**src/rtl/regfile_writeback_if.sv**
```systemverilog
// Bundle of ALU result, load issue/response and register-file write signals
// exchanged between the pipeline and the write-back stage.
interface regfile_writeback_if;
    logic        i_alu_valid;
    logic [4:0]  i_alu_rd;
    logic [31:0] i_alu_data;
    logic        o_alu_ready;
    logic        i_ld_issue;
    logic [4:0]  i_ld_rd;
    logic        o_ld_issue_ready;
    logic        i_ld_resp_valid;
    logic [31:0] i_ld_resp_data;
    logic        o_we;
    logic [4:0]  o_write_register;
    logic [31:0] o_write_data;
    logic [31:0] o_pending;
    logic        o_err;

    // Pipeline side: produces results, issues loads, returns load data
    modport master (
        output i_alu_valid, i_alu_rd, i_alu_data,
        output i_ld_issue, i_ld_rd,
        output i_ld_resp_valid, i_ld_resp_data,
        input  o_alu_ready, o_ld_issue_ready,
        input  o_we, o_write_register, o_write_data,
        input  o_pending, o_err
    );

    // Write-back stage side
    modport slave (
        input  i_alu_valid, i_alu_rd, i_alu_data,
        input  i_ld_issue, i_ld_rd,
        input  i_ld_resp_valid, i_ld_resp_data,
        output o_alu_ready, o_ld_issue_ready,
        output o_we, o_write_register, o_write_data,
        output o_pending, o_err
    );
endinterface

```
**src/rtl/regfile_writeback.sv**
```systemverilog
// Write-back stage: arbitrates load responses (priority) and ALU results onto
// the single registered register-file write port, tracks outstanding load
// destinations in an in-order queue and exports a pending-register scoreboard.
module regfile_writeback #(
    parameter int DEPTH = 4
) (
    input  logic              i_clk,
    input  logic              i_reset,
    regfile_writeback_if.slave bus
);
    localparam int AW = $clog2(DEPTH);
    localparam logic [AW:0] FULL_COUNT = (AW + 1)'(DEPTH);

    // Load destination queue; head is read combinationally on a response
    logic [4:0]    q_mem [DEPTH];
    logic [AW-1:0] wr_ptr_reg;
    logic [AW-1:0] rd_ptr_reg;
    logic [AW:0]   count_reg;

    logic          we_reg;
    logic [4:0]    write_register_reg;
    logic [31:0]   write_data_reg;
    logic          err_reg;

    logic          issue_fire;
    logic          pop_fire;
    logic          empty_resp;
    logic          alu_ready;
    logic          alu_fire;
    logic [4:0]    head_rd;
    logic [4:0]    sel_rd;
    logic [31:0]   sel_data;
    logic          sel_valid;
    logic [DEPTH-1:0] slot_valid;
    logic [31:0]   pending_next;

    // Handshakes: issue only when not full (no bypass), a response pops only
    // when something is queued, and a popping response blocks the ALU.
    assign issue_fire = bus.i_ld_issue && (count_reg < FULL_COUNT);
    assign pop_fire   = bus.i_ld_resp_valid && (count_reg != '0);
    assign empty_resp = bus.i_ld_resp_valid && (count_reg == '0);
    assign alu_ready  = !pop_fire;
    assign alu_fire   = bus.i_alu_valid && alu_ready;
    assign head_rd    = q_mem[rd_ptr_reg];

    // Source select for the write port: load response wins over the ALU
    always_comb begin
        sel_valid = 1'b0;
        sel_rd    = bus.i_alu_rd;
        sel_data  = bus.i_alu_data;
        if (pop_fire) begin
            sel_valid = 1'b1;
            sel_rd    = head_rd;
            sel_data  = bus.i_ld_resp_data;
        end else if (alu_fire) begin
            sel_valid = 1'b1;
        end
    end

    // A slot is live when its distance from the head is below the count
    generate
        for (genvar gi = 0; gi < DEPTH; gi++) begin : g_slot
            localparam logic [AW-1:0] SLOT = AW'(gi);
            logic [AW-1:0] offset;
            assign offset         = SLOT - rd_ptr_reg;
            assign slot_valid[gi] = ({1'b0, offset} < count_reg);
        end
    endgenerate

    // Scoreboard: OR of one-hot decodes of every live entry, x0 never pending
    always_comb begin
        pending_next = '0;
        for (int i = 0; i < DEPTH; i++) begin
            if (slot_valid[i]) begin
                pending_next[q_mem[i]] = 1'b1;
            end
        end
        pending_next[0] = 1'b0;
    end

    // Queue storage write; contents need no reset since count gates them
    always_ff @(posedge i_clk) begin
        if (issue_fire) begin
            q_mem[wr_ptr_reg] <= bus.i_ld_rd;
        end
    end

    // Queue pointers and occupancy; reset drops all outstanding loads
    always_ff @(posedge i_clk) begin
        if (i_reset) begin
            wr_ptr_reg <= '0;
            rd_ptr_reg <= '0;
            count_reg  <= '0;
        end else begin
            if (issue_fire) begin
                wr_ptr_reg <= wr_ptr_reg + 1'b1;
            end
            if (pop_fire) begin
                rd_ptr_reg <= rd_ptr_reg + 1'b1;
            end
            if (issue_fire && !pop_fire) begin
                count_reg <= count_reg + 1'b1;
            end else if (!issue_fire && pop_fire) begin
                count_reg <= count_reg - 1'b1;
            end
        end
    end

    // Registered write port; address/data hold when nothing is written
    always_ff @(posedge i_clk) begin
        if (i_reset) begin
            we_reg             <= 1'b0;
            write_register_reg <= '0;
            write_data_reg     <= '0;
        end else if (sel_valid && (sel_rd != 5'd0)) begin
            we_reg             <= 1'b1;
            write_register_reg <= sel_rd;
            write_data_reg     <= sel_data;
        end else begin
            we_reg             <= 1'b0;
        end
    end

    // Sticky error for a response with nothing outstanding
    always_ff @(posedge i_clk) begin
        if (i_reset) begin
            err_reg <= 1'b0;
        end else if (empty_resp) begin
            err_reg <= 1'b1;
        end
    end

    assign bus.o_alu_ready      = alu_ready;
    assign bus.o_ld_issue_ready = (count_reg < FULL_COUNT);
    assign bus.o_we             = we_reg;
    assign bus.o_write_register = write_register_reg;
    assign bus.o_write_data     = write_data_reg;
    assign bus.o_pending        = pending_next;
    assign bus.o_err            = err_reg;
endmodule
```
**src/flat_wrapper.sv**
```systemverilog
// flat-port wrapper written by rule: the top's interface ports become plain ports
module regfile_writeback_flat 
#(
    parameter int DEPTH = 4
)
  (i_clk, i_reset, bus_i_alu_valid, bus_i_alu_rd, bus_i_alu_data, bus_i_ld_issue, bus_i_ld_rd, bus_i_ld_resp_valid, bus_i_ld_resp_data, bus_o_alu_ready, bus_o_ld_issue_ready, bus_o_we, bus_o_write_register, bus_o_write_data, bus_o_pending, bus_o_err);
  regfile_writeback_if bus_i ();
  input  logic i_clk;
  input  logic i_reset;
  input wire logic [$bits(bus_i.i_alu_valid)-1:0] bus_i_alu_valid;
  input wire logic [$bits(bus_i.i_alu_rd)-1:0] bus_i_alu_rd;
  input wire logic [$bits(bus_i.i_alu_data)-1:0] bus_i_alu_data;
  input wire logic [$bits(bus_i.i_ld_issue)-1:0] bus_i_ld_issue;
  input wire logic [$bits(bus_i.i_ld_rd)-1:0] bus_i_ld_rd;
  input wire logic [$bits(bus_i.i_ld_resp_valid)-1:0] bus_i_ld_resp_valid;
  input wire logic [$bits(bus_i.i_ld_resp_data)-1:0] bus_i_ld_resp_data;
  output wire logic [$bits(bus_i.o_alu_ready)-1:0] bus_o_alu_ready;
  output wire logic [$bits(bus_i.o_ld_issue_ready)-1:0] bus_o_ld_issue_ready;
  output wire logic [$bits(bus_i.o_we)-1:0] bus_o_we;
  output wire logic [$bits(bus_i.o_write_register)-1:0] bus_o_write_register;
  output wire logic [$bits(bus_i.o_write_data)-1:0] bus_o_write_data;
  output wire logic [$bits(bus_i.o_pending)-1:0] bus_o_pending;
  output wire logic [$bits(bus_i.o_err)-1:0] bus_o_err;
  assign bus_i.i_alu_valid = bus_i_alu_valid;
  assign bus_i.i_alu_rd = bus_i_alu_rd;
  assign bus_i.i_alu_data = bus_i_alu_data;
  assign bus_i.i_ld_issue = bus_i_ld_issue;
  assign bus_i.i_ld_rd = bus_i_ld_rd;
  assign bus_i.i_ld_resp_valid = bus_i_ld_resp_valid;
  assign bus_i.i_ld_resp_data = bus_i_ld_resp_data;
  assign bus_o_alu_ready = bus_i.o_alu_ready;
  assign bus_o_ld_issue_ready = bus_i.o_ld_issue_ready;
  assign bus_o_we = bus_i.o_we;
  assign bus_o_write_register = bus_i.o_write_register;
  assign bus_o_write_data = bus_i.o_write_data;
  assign bus_o_pending = bus_i.o_pending;
  assign bus_o_err = bus_i.o_err;
  regfile_writeback #(.DEPTH(DEPTH)) u_core (.i_clk(i_clk), .i_reset(i_reset), .bus(bus_i));
endmodule
```
**config.mk**
```make
export PLATFORM = sky130hd
export DESIGN_NAME = regfile_writeback_flat
export DESIGN_NICKNAME = d
export VERILOG_FILES = /design/src/rtl/regfile_writeback_if.sv /design/src/rtl/regfile_writeback.sv /design/src/flat_wrapper.sv
export SDC_FILE = /design/constraint.sdc
export NUM_CORES = 1
export LEC_CHECK = 0
export ABC_AREA = 1
export CAP_MARGIN = 20
export CORE_UTILIZATION = 50
export CTS_BUF_LIST = sky130_fd_sc_hd__clkbuf_4 sky130_fd_sc_hd__clkbuf_8 sky130_fd_sc_hd__clkbuf_16
export DETAILED_ROUTE_END_ITERATION = 16
export PLACE_DENSITY = 0.87
export SYNTH_ARGS = -nofsm -noshare
export SYNTH_HDL_FRONTEND = slang
export SYNTH_SLANG_ARGS = --single-unit
```
**constraint.sdc**
```tcl
create_clock -name i_clk -period 4.9 [get_ports i_clk]
set_input_delay 0.98 -clock i_clk [delete_from_list [all_inputs] [get_ports i_clk]]
set_output_delay 0.98 -clock i_clk [all_outputs]
set_load 0.005 [all_outputs]
```
# Word-level counts from Yosys, hierarchy flattened
# Memories as Yosys holds them, arrays and structs flattened. A register that Yosys moved wholly into a read port is not among the register bits.
# Cells that the tools add are included.
# word_totals
wordCells	72
register_bits	46
in_bits	79
ram_bits	20
memories	1
out_inout_bits	73
# mem_list
memory	words	word_bits	read_ports	rd_ports_with_merged_regs	write_ports	line	text
u_core.q_mem	4	5	5	1	1	regfile_writeback.sv:15	logic [4:0] q_mem [DEPTH];
# op_classes
n_lt_le_gt_ge	13
n_mux	23
n_reduce_logical	17
bitwise_logic	3
add_sub_neg	8
# ops
cell	count
two-way mux 32 bit	5
bitwise OR 32 bit	3
< comparator 5 x 6 -> 1 bit, second input constant	4
demux 1 bit (select 5 bit)	4
greater-or-equal comparator 5 x 1 -> 1 bit, second input constant	4
< comparator 2 x 3 -> 1 bit	4
logical AND 1 bit	11
two-way mux 1 bit	9
two-way mux 3 bit	2
two-way mux 5 bit	1
nonzero test 5 bit	1
adder 2 x 1 -> 2 bit, second input constant	2
two-way mux 2 bit	2
subtractor 1 x 2 -> 2 bit, first input constant	2
subtractor 2 bit, first input constant	2
adder 3 x 1 -> 3 bit, second input constant	1
zero test 3 bit	1
< comparator 3 bit, second input constant	1
nonzero test 3 bit	1
subtractor 3 x 1 -> 3 bit, second input constant	1
zero test 1 bit	2
nonzero test 2 bit	1

# Logic depth before layout (Yosys ltp)
# Gate-level depths: netlist (run 1).
# An unclocked memory read counts as a cell.
# depth
word_depth	12
mapped_depth	12
depth_no_buf	11

# Worst setup path after synthesis (run 1)
# OpenSTA, ideal clock, no wires.
# synth_path
kind	flip-flop to output port
from	reg u_core.rd_ptr_reg[1]
to	out bus_o_pending[7]
n_path_buf	0
stages_incl_launch_ff	9
required_time_ps	3920
arrival_ps	1686
slack_ps	2234
path_cell_list	dfxtp_1 xor2_1 inv_1 ha_1 nand3_1 nand2_1 nor3_1 a21oi_1 o221ai_1
# synth_via
elab_chain_cells	9
elab_cells_between_ends	15
cone_classes	add/sub (4); order compare (4); mux (4); bitwise (3)
# synth_lines
element	line	text
start, declared	regfile_writeback.sv:17	logic [AW-1:0] rd_ptr_reg;
start signal, assigned	regfile_writeback.sv:99	rd_ptr_reg <= rd_ptr_reg + 1'b1;
subtractor 1 x 2 -> 2 bit	regfile_writeback.sv:65	assign offset = SLOT - rd_ptr_reg;
< comparator 2 x 3 -> 1 bit	regfile_writeback.sv:66	assign slot_valid[gi] = ({1'b0, offset} < count_reg);
two-way mux 32 bit	regfile_writeback.sv:74	if (slot_valid[i]) begin
bitwise OR 32 bit (no line)	--	
two-way mux 32 bit	regfile_writeback.sv:74	
bitwise OR 32 bit (no line)	--	
two-way mux 32 bit	regfile_writeback.sv:74	
bitwise OR 32 bit (no line)	--	
two-way mux 32 bit (*)	regfile_writeback.sv:74	
end, declared	flat_wrapper.sv:22	output wire logic [$bits(bus_i.o_pending)-1:0] bus_o_pending;
# Every way passes the cells marked *; elsewhere a longest branch is shown, timed or not.

# Final worst setup path (run 1)
# layout_path
from	reg u_core.count_reg[1]
to	out bus_o_pending[18]
# layout_via
elab_chain_cells	8
elab_cells_between_ends	11
cone_classes	order compare (4); mux (4); bitwise (3)
# layout_lines
element	line	text
start, declared	regfile_writeback.sv:18	logic [AW:0] count_reg;
start signal, assigned	regfile_writeback.sv:102	count_reg <= count_reg + 1'b1;
start signal, assigned	regfile_writeback.sv:104	count_reg <= count_reg - 1'b1;
< comparator 2 x 3 -> 1 bit	regfile_writeback.sv:66	
two-way mux 32 bit	regfile_writeback.sv:74	
bitwise OR 32 bit (no line)	--	
two-way mux 32 bit	regfile_writeback.sv:74	
bitwise OR 32 bit (no line)	--	
two-way mux 32 bit	regfile_writeback.sv:74	
bitwise OR 32 bit (no line)	--	
two-way mux 32 bit (*)	regfile_writeback.sv:74	
# Marks and branches as above.

==> flow_summary.json, run 1 <==
{
  "syn_to_final_growth_pct": 39.1,
  "cts_resized": 0,
  "wl_per_cell_um": 15.2,
  "insertion_delay_ns": 0.34,
  "grt_pass1_wl_um": 23700,
  "grt_antenna_before_repair": 0,
  "grt_pass1_vias": 4951,
  "cp_max_fo": 7,
  "synthAdderAreaFrac": 0.0292,
  "drive_gt1_frac": 0.0668,
  "grt_max_degree": 40,
  "endpoint_kind": "output port",
  "hp-class": "reg2reg",
  "max_freq_mhz": 240,
  "clock-sinks": 68,
  "place_hpwl_um": 11300,
  "gp_congestion": 1.00,
  "final_cell_mix": "210 x nand2_1, 150 x clkdlybuf4s50_1, 104 x inv_1",
  "drv_cap": 0,
  "rr_worst_depth": 8,
  "synth.mux.area_fraction": 0,
  "fin_crit_sh": 0.850,
  "seqCellArea_um2": 1560,
  "die_h_um": 97.4,
  "cts_buffer_depth": 2,
  "vias_per_cell": 5.51,
  "hold_viol": 0,
  "synth_top_area_share": 0.211,
  "ant_nets": 0,
  "setup_viol": 0,
  "design_area_um2": 6330,
  "vias": 5295,
  "drv_slew": 0,
  "synth_xor_area_frac": 0.00385,
  "initial_core_util": 0.519,
  "fp-row-count": 34,
  "startpoint": "u_core.count_reg[1]",
  "reg2reg_to": "u_core.bus.o_write_data[9]",
  "synth_seq_cells": 68,
  "power_leakage_nw": 2.91,
  "firstDrtPassIters": 7,
  "synth_top_family_by_area": "simple AND/OR/NAND/NOR gates",
  "h-tree-depth": 3,
  "ys_warn_count": 0,
  "fin_skew_ns": 0.0107,
  "core_um2": 8760,
  "die_w_um": 97.4,
  "ys_seq_area_frac": 0.343,
  "syn_area_um2": 4550,
  "numCtsBuffers": 9,
  "synthesis.instances": 703,
  "route.detailed.drc": 0,
  "final_common_cell": "nand2_1",
  "dieArea_um2": 9480,
  "criticalPathCategory": "reg2out",
  "synth_edf_count": 20,
  "multi_input_area_um2": 2440,
  "track_usage": 0.308,
  "synth_compound_area_frac": 0.123,
  "clk_root_buffer_cell": "clkbuf_8",
  "fillers": 727,
  "postSynthAreaPerCell_um2": 6.47,
  "drtIter0Drc": 369,
  "tightest_slew_ns": 1.04,
  "rsz0062_at_grt": "false",
  "ys_top_cells_by_area": "dfxtp_1 21%, nand2_1 17%, edfxtp_1 13%",
  "syn-num-nets": 792,
  "grt_overflow": 0,
  "crit_end": "bus_o_pending[18]",
  "crit_required_ns": 3.92,
  "finalSetupTns_ns": 0,
  "ios": 152,
  "cts_tree": "done",
  "ir_drop_v": 0.000249,
  "totalWireLength_um": 14600,
  "yosysTopAreaCell": "dfxtp_1",
  "post_cts_buffers": 0,
  "timing.rr.start": "u_core.count_reg[0]",
  "ys.flop_type": "dfxtp_1",
  "dpl_cell_area_um2": 6090,
  "holdBufCountCts": 0,
  "power_density_nw_per_um2": 428,
  "synth-simple-area-share": 0.377,
  "start_kind": "register",
  "final_net_count": 937,
  "rrSetupSlack_ns": 2.17,
  "numPortBuffers": 150,
  "status": "finished, final reports clean",
  "ys_async_sr_fraction": 0,
  "synth.distinct_cells": 32,
  "path_clk_slew_ns": 0.08,
  "largest_reg_flops": 32,
  "critPathArrivalTime_ns": 3.18,
  "insertedDiodeCount": 0,
  "min_period_ns": 4.16,
  "slew_headroom": 0.305
}
cells by family after synthesis:
logic type                 Yosys count
AOI/OAI and AO/OA                   87
xor gates and xnor gates             2
adders and majority gates           10
buffers and inverters              132
DFF                                 68
other                                1
and+or+nand+nor                    403
power by group:
group | switching [W] | internal, W
clock | 0.000226 | 0.000260
sequential | 0.000112 | 0.000717
combinational | 0.000792 | 0.000602
total | 0.00113 | 0.00158
worst max-delay path, cell delays in order (launching register included):
cell and delay [ns]:
dfxtp_1 0.38, inv_1 0.12, ha_1 0.31, nor2_1 0.04, nand2_1 0.05, o21ai_0 0.17
nor3_1 0.82, a22oi_1 0.21, o221ai_1 0.15, clkdlybuf4s50_1 0.58
how the worst min path moves through the flow:
stage / slack, ns / depth (start not counted) / start / to
floorplan: 0.45 / 2 / u_core.bus.o_write_register[0] / u_core.bus.o_write_register[0]
global placement: 0.45 / 2 / u_core.bus.o_write_register[0] / u_core.bus.o_write_register[0]
detailed placement: 0.46 / 2 / u_core.bus.o_write_data[29] / u_core.bus.o_write_data[29]
CTS: 0.47 / 2 / u_core.bus.o_write_register[4] / u_core.bus.o_write_register[4]
global route: 0.49 / 2 / u_core.bus.o_write_register[4] / u_core.bus.o_write_register[4]
finish: 0.48 / 2 / u_core.bus.o_write_register[4] / u_core.bus.o_write_register[4]
per-layer routing:
layer,part of all wire,up-vias,track usage
li1,-,2548,-
met2,0.49,284,0.533
met4,0.022,0,0.107
met3,0.092,32,0.0698
met1,0.40,2431,0.375
met5,0,-,0
synth_stat cells, types with 3 or more instances:
master / n
a21oi_1: 23
a22oi_1: 12
buf_2: 6
buf_6: 7
clkbuf_1: 9
dfxtp_1: 48
edfxtp_1: 20
ha_1: 9
inv_1: 104
inv_2: 3
nand2_1: 210
nand2_2: 4
nand3_1: 64
nand3_2: 3
nor2_1: 73
nor2_2: 21
nor3_1: 25
o2111ai_1: 7
o211ai_1: 6
o21ai_0: 20
o221ai_1: 6
o22ai_1: 10
through the flow:
stage | power, W | instances | util | hold WS, ns | setup slack, ns
6_report | 0.00271 | 961 | 0.722 | 0.476 | 0.735
4_1_cts | 0.00269 | 960 | 0.719 | 0.474 | 0.790
3_5_place_dp | 0.00220 | 944 | 0.695 | 0.462 | 1.17
2_1_floorplan | 0.00163 | 703 | - | 0.449 | 2.23
3_3_place_gp | 0.00215 | 944 | 0.695 | 0.447 | 1.35
5_1_grt | 0.00290 | 961 | 0.722 | 0.489 | 0.600
area by class of cell:
cell class              instances  share of cell area
well taps                     108              0.0213
clock buffers                  12              0.0297
inverters                     109              0.0646
flip-flops and latches         68               0.247
clock inverters                 4             0.00415
repair buffers                157               0.249
multi-input cells             503               0.385
Power figures use the tool's default switching activity.
==> inputs of run 2 (changes only) <==
--- a/config.mk
+++ b/config.mk
@@ -7,10 +7,10 @@
 export LEC_CHECK = 0
 export ABC_AREA = 1
 export CAP_MARGIN = 20
-export CORE_UTILIZATION = 50
+export CORE_UTILIZATION = 47
 export CTS_BUF_LIST = sky130_fd_sc_hd__clkbuf_4 sky130_fd_sc_hd__clkbuf_8 sky130_fd_sc_hd__clkbuf_16
 export DETAILED_ROUTE_END_ITERATION = 16
-export PLACE_DENSITY = 0.87
+export PLACE_DENSITY = 0.83
 export SYNTH_ARGS = -nofsm -noshare
 export SYNTH_HDL_FRONTEND = slang
 export SYNTH_SLANG_ARGS = --single-unit
==> constraint.sdc (replaced) <==
create_clock -name i_clk -period 3.9 [get_ports i_clk]
set_input_delay 0.78 -clock i_clk [delete_from_list [all_inputs] [get_ports i_clk]]
set_output_delay 0.78 -clock i_clk [all_outputs]
set_load 0.005 [all_outputs]
==> run 2 against run 1 <==
Compared with the run above:
- non-clock buffer count rose by 1
- combinational power rose by 24%
- worst setup slack got worse by 0.43 ns
- count of clock-buffer cells in the layout fell by 1
==> flow_summary.json, run 2 (same netlist as run 1, synthesis figures left out) <==
{
  "p_sw_w": 0.00138,
  "comb_power_share": 0.515,
  "cts_tree": "done",
  "numCtsBuffers": 9,
  "switching_share": 0.413,
  "hp-start": "u_core.bus.o_write_register[4]",
  "ant_nets": 0,
  "worst_hold_path.endpoint": "u_core.bus.o_write_register[4]",
  "grt_max_degree": 41,
  "cts_resized": 0,
  "final_cell_mix": "210 x nand2_1, 150 x clkdlybuf4s50_1, 104 x inv_1",
  "post_cts_buffers": 0,
  "ir_drop_v": 0.000275,
  "clk_root_buffer_cell": "clkbuf_8",
  "design_area_um2": 6330,
  "drive_gt1_frac": 0.0691,
  "reg2reg_to": "u_core.bus.o_write_register[1]",
  "endpoint_kind": "output port",
  "rrSetupSlack_ns": 1.44,
  "insertion_delay_ns": 0.34,
  "place_hpwl_um": 10900,
  "startpoint": "u_core.count_reg[1]",
  "tightest_slew_ns": 1.03,
  "drv_cap": 0,
  "power_leakage_nw": 2.90,
  "fin_skew_ns": 0.0101,
  "dieArea_um2": 10100,
  "core_um2": 9330,
  "ios": 152,
  "fin_crit_sh": 0.922,
  "fin_ws_ns": 0.303,
  "numPortBuffers": 150,
  "critPathArrivalTime_ns": 2.82,
  "hold-path-cell-count": 2,
  "vias": 5113,
  "track_usage": 0.284,
  "slew_headroom": 0.310,
  "finalSetupTns_ns": 0,
  "drtIter0Drc": 332,
  "status": "finished, final reports clean",
  "p_total_w": 0.00335,
  "fp-row-count": 35,
  "path_clk_slew_ns": 0.07,
  "insertedDiodeCount": 0,
  "pre_cts_slack_ns": 0.680,
  "hold_viol": 0,
  "final_common_cell": "nand2_1",
  "p_int_w": 0.00197,
  "holdBufCountCts": 0,
  "die_w_um": 100,
  "drv_slew": 0,
  "grt_pass1_vias": 4620,
  "criticalPathCategory": "reg2out",
  "pwr-share-seq": 0.313,
  "vias_per_cell": 5.20,
  "final_net_count": 938,
  "totalWireLength_um": 14100,
  "grt_overflow": 0,
  "clock-sinks": 68,
  "h-tree-depth": 3,
  "cp_max_fo": 5,
  "clockPowerShare": 0.172,
  "grt_antenna_before_repair": 0,
  "die_h_um": 100,
  "timing.rr.start": "u_core.count_reg[0]",
  "setup_viol": 0,
  "route.detailed.drc": 0,
  "grt_pass1_wl_um": 22600,
  "cts_buffer_depth": 2,
  "rsz0062_at_grt": "false",
  "gp_congestion": 1.00,
  "dpl_cell_area_um2": 6130,
  "largest_reg_flops": 32,
  "syn_to_final_growth_pct": 39.1,
  "min_period_ns": 3.60,
  "start_kind": "register",
  "power_density_nw_per_um2": 529,
  "initial_core_util": 0.488,
  "wl_per_cell_um": 14.4,
  "max_freq_mhz": 278,
  "crit_required_ns": 3.12,
  "rr_worst_depth": 7,
  "firstDrtPassIters": 5,
  "hp-class": "reg2reg"
}
run 2: changes by cell type in the layout (fill, tap and decap cells not counted), sizes merged:
cell	delta
clkinv	+1
clkbuf	-1
inv	-1
buf	+1
bufinv	+1
run 2: worst max-delay path by stage:
| stage | slack (ns) | end | cells after the start |
|---|---|---|---|
| 2_1_floorplan | 1.43 | bus_o_pending[7] | 8 |
| 3_3_place_gp | 0.75 | bus_o_pending[28] | 8 |
| 3_5_place_dp | 0.68 | bus_o_pending[28] | 8 |
| 4_1_cts | 0.30 | bus_o_pending[28] | 8 |
| 5_1_grt | 0.07 | bus_o_pending[6] | 10 |
| 6_report | 0.30 | bus_o_pending[6] | 10 |
run 2: metal layers:
metal | track usage | part of all wire | wire [µm]
met1 | 0.374 | 0.44 | 6230
met2 | 0.459 | 0.46 | 6430
met3 | 0.0738 | 0.089 | 1260
met4 | 0.0836 | 0.015 | 205
met5 | 0 | 0 | 0
run 2: power by group through the flow:
stage / Clock (W) / Sequential [W] / Combinational, W
2_1_floorplan: 0 / 0.00103 / 0.00102
3_3_place_gp: 0 / 0.00105 / 0.00166
3_5_place_dp: 0 / 0.00105 / 0.00171
4_1_cts: 0.000580 / 0.00105 / 0.00172
5_1_grt: 0.000613 / 0.00107 / 0.00192
6_report: 0.000576 / 0.00105 / 0.00173
run 2: layout make-up:
cell class | count | area [µm²]
Fill cell | 785 | 3000
Multi-Input combinational cell | 503 | 2440
Sequential cell | 68 | 1560
Timing Repair Buffer | 158 | 1560
Inverter | 109 | 409
Tap cell | 129 | 161
Clock buffer | 11 | 139
Clock inverter | 5 | 52.6
run 2: per-stage QoR:
step / util / instances / hold slack, ns
CTS: 0.678 / 983 / 0.469
detailed placement: 0.657 / 967 / 0.458
floorplan: - / 703 / 0.449
global route: 0.678 / 983 / 0.500
finish: 0.678 / 983 / 0.461
global placement: 0.657 / 967 / 0.450
run 2: worst max-delay path, cell delays in order (launching register included):
cell	delay, ns
dfxtp_1	0.39
inv_1	0.13
ha_1	0.33
nand2_1	0.07
a21oi_1	0.38
inv_1	0.14
nand2_1	0.22
inv_1	0.11
a22oi_1	0.16
o211ai_1	0.11
clkdlybuf4s50_1	0.46
==> inputs of run 3 (changes only) <==
--- a/config.mk
+++ b/config.mk
@@ -7,6 +7,7 @@
 export LEC_CHECK = 0
 export ABC_AREA = 1
 export CAP_MARGIN = 20
+export CORE_MARGIN = 8
 export CORE_UTILIZATION = 47
 export CTS_BUF_LIST = sky130_fd_sc_hd__clkbuf_4 sky130_fd_sc_hd__clkbuf_8 sky130_fd_sc_hd__clkbuf_16
 export DETAILED_ROUTE_END_ITERATION = 16
==> run 3 against run 2 <==
Compared with the run above:
- register-to-register slack about the same
- sequential power about the same
- flip-flop and latch count unchanged
- cell count up 0.71%
- via count about the same
- count of clock-buffer cells in the layout up 1
- largest cell class unchanged
- largest power group unchanged
==> flow_summary.json, run 3 (same netlist as run 1, synthesis figures left out) <==
{
  "holdBufCountCts": 0,
  "cts_resized": 0,
  "ir_drop_v": 0.000286,
  "cts_tree": "done",
  "ios": 152,
  "h-tree-depth": 3,
  "core_um2": 9590,
  "drv_cap": 0,
  "dieArea_um2": 13100,
  "fp-row-count": 36,
  "grt_max_degree": 40,
  "start_kind": "register",
  "setup_viol": 0,
  "numCtsBuffers": 9,
  "layout.cells.non_filler": 990,
  "clk_root_buffer_cell": "clkbuf_8",
  "route.detailed.drc": 0,
  "criticalPathCategory": "reg2out",
  "vias": 5115,
  "drtIter0Drc": 398,
  "max_freq_mhz": 271,
  "path_cells": "inv_1 > ha_1 > nand2_1 > a21oi_1 > nor4_1 > nand3_1 > o2111ai_1 > clkdlybuf4s50_1",
  "track_usage": 0.233,
  "worst_hold_path.endpoint": "u_core.bus.o_write_data[27]",
  "insertedDiodeCount": 0,
  "grt_overflow": 0,
  "status": "finished, final reports clean",
  "rrSetupSlack_ns": 1.45,
  "path_delay_family": "simple AND/OR/NAND/NOR gates",
  "clock-sinks": 68,
  "numPortBuffers": 150,
  "grt_pass1_wl_um": 24500,
  "cp_slowest_cell": "nor4_1",
  "finalSetupTns_ns": 0,
  "min_period_ns": 3.69,
  "initial_core_util": 0.474,
  "fillers": 839,
  "largest_reg_flops": 32,
  "drv_slew": 0,
  "place_hpwl_um": 12400,
  "hp-start": "u_core.bus.o_write_data[27]",
  "firstDrtPassIters": 6,
  "fin_crit_sh": 0.947,
  "hold-path-cell-count": 2,
  "wl_per_cell_um": 15.5,
  "grt_antenna_before_repair": 0,
  "cp_max_fo": 5,
  "dp.cells": 974,
  "gp_congestion": 1.04,
  "hp-class": "reg2reg",
  "fin_skew_ns": 0.00890,
  "syn_to_final_growth_pct": 40.0,
  "path_clk_slew_ns": 0.08,
  "post_cts_buffers": 0,
  "rr_worst_depth": 10,
  "critPathArrivalTime_ns": 2.91,
  "cts_buffer_depth": 2,
  "slew_headroom": 0.430,
  "vias_per_cell": 5.17,
  "power_density_nw_per_um2": 532,
  "totalWireLength_um": 15300,
  "slowest_delay_ns": 0.68,
  "crit_required_ns": 3.12,
  "drive_gt1_frac": 0.0712,
  "whs_ns": 0.473,
  "ant_nets": 0,
  "crit_buf_inv": 2,
  "endpoint_kind": "output port",
  "final_cell_mix": "210 x nand2_1, 150 x clkdlybuf4s50_1, 104 x inv_1",
  "tightest_slew_ns": 0.847,
  "reg2reg_to": "u_core.bus.o_write_register[2]",
  "final_common_cell": "nand2_1",
  "final_net_count": 941,
  "power_leakage_nw": 2.92,
  "hold_viol": 0,
  "grt_pass1_vias": 4931,
  "rsz0062_at_grt": "false",
  "die_w_um": 114,
  "insertion_delay_ns": 0.34,
  "die_h_um": 114
}
-- run 3: worst max path at each step --
stage	end	startpoint	slack, ns	cells past startpoint
final	bus_o_pending[28]	u_core.count_reg[1]	0.21	8
after global routing	bus_o_pending[28]	u_core.count_reg[1]	0.02	8
after detailed placement	bus_o_pending[28]	u_core.count_reg[1]	0.63	8
after CTS	bus_o_pending[28]	u_core.count_reg[1]	0.25	8
after floorplan	bus_o_pending[7]	u_core.rd_ptr_reg[1]	1.43	8
after global placement	bus_o_pending[28]	u_core.count_reg[1]	0.69	8
-- run 3: area by class of cell --
cell class	count	area, µm²	area share
Multi-Input combinational cell	503	2440	0.382
Clock inverter	4	26.3	0.00412
Inverter	109	409	0.0642
Sequential cell	68	1560	0.245
Tap cell	133	166	0.0261
Timing Repair Buffer	161	1580	0.249
Clock buffer	12	188	0.0295
-- run 3: layer usage --
layer,track usage,vias up,wire [µm],share of wire
met5,0,-,0,0
met4,0.0621,0,212,0.014
met3,0.0654,19,1430,0.093
met2,0.387,228,7240,0.47
met1,0.289,2321,6440,0.42
li1,-,2547,-,-
-- run 3: per-stage QoR --
stage | instance area, µm² | total power, W | worst slack (ns) | util
6_report | 6370 | 0.00339 | 0.208 | 0.664
5_1_grt | 6370 | 0.00365 | 0.0191 | 0.664
4_1_cts | 6370 | 0.00340 | 0.248 | 0.664
3_5_place_dp | 6160 | 0.00279 | 0.630 | 0.642
3_3_place_gp | 6160 | 0.00274 | 0.691 | 0.642
2_1_floorplan | 4550 | 0.00205 | 1.43 | -
-- run 3: report_power, final --
part | internal [W] | switching [W] | leakage (nW)
Combinational | 0.000768 | 0.000984 | 2.23
Sequential | 0.000900 | 0.000137 | 0.582
Clock | 0.000326 | 0.000275 | 0.109
-- run 3: worst min-delay path, delay by kind of cell (launching register included) --
kind             cells  cell delay, ns
and+or+nand+nor      2            0.12
DFF                  1            0.33
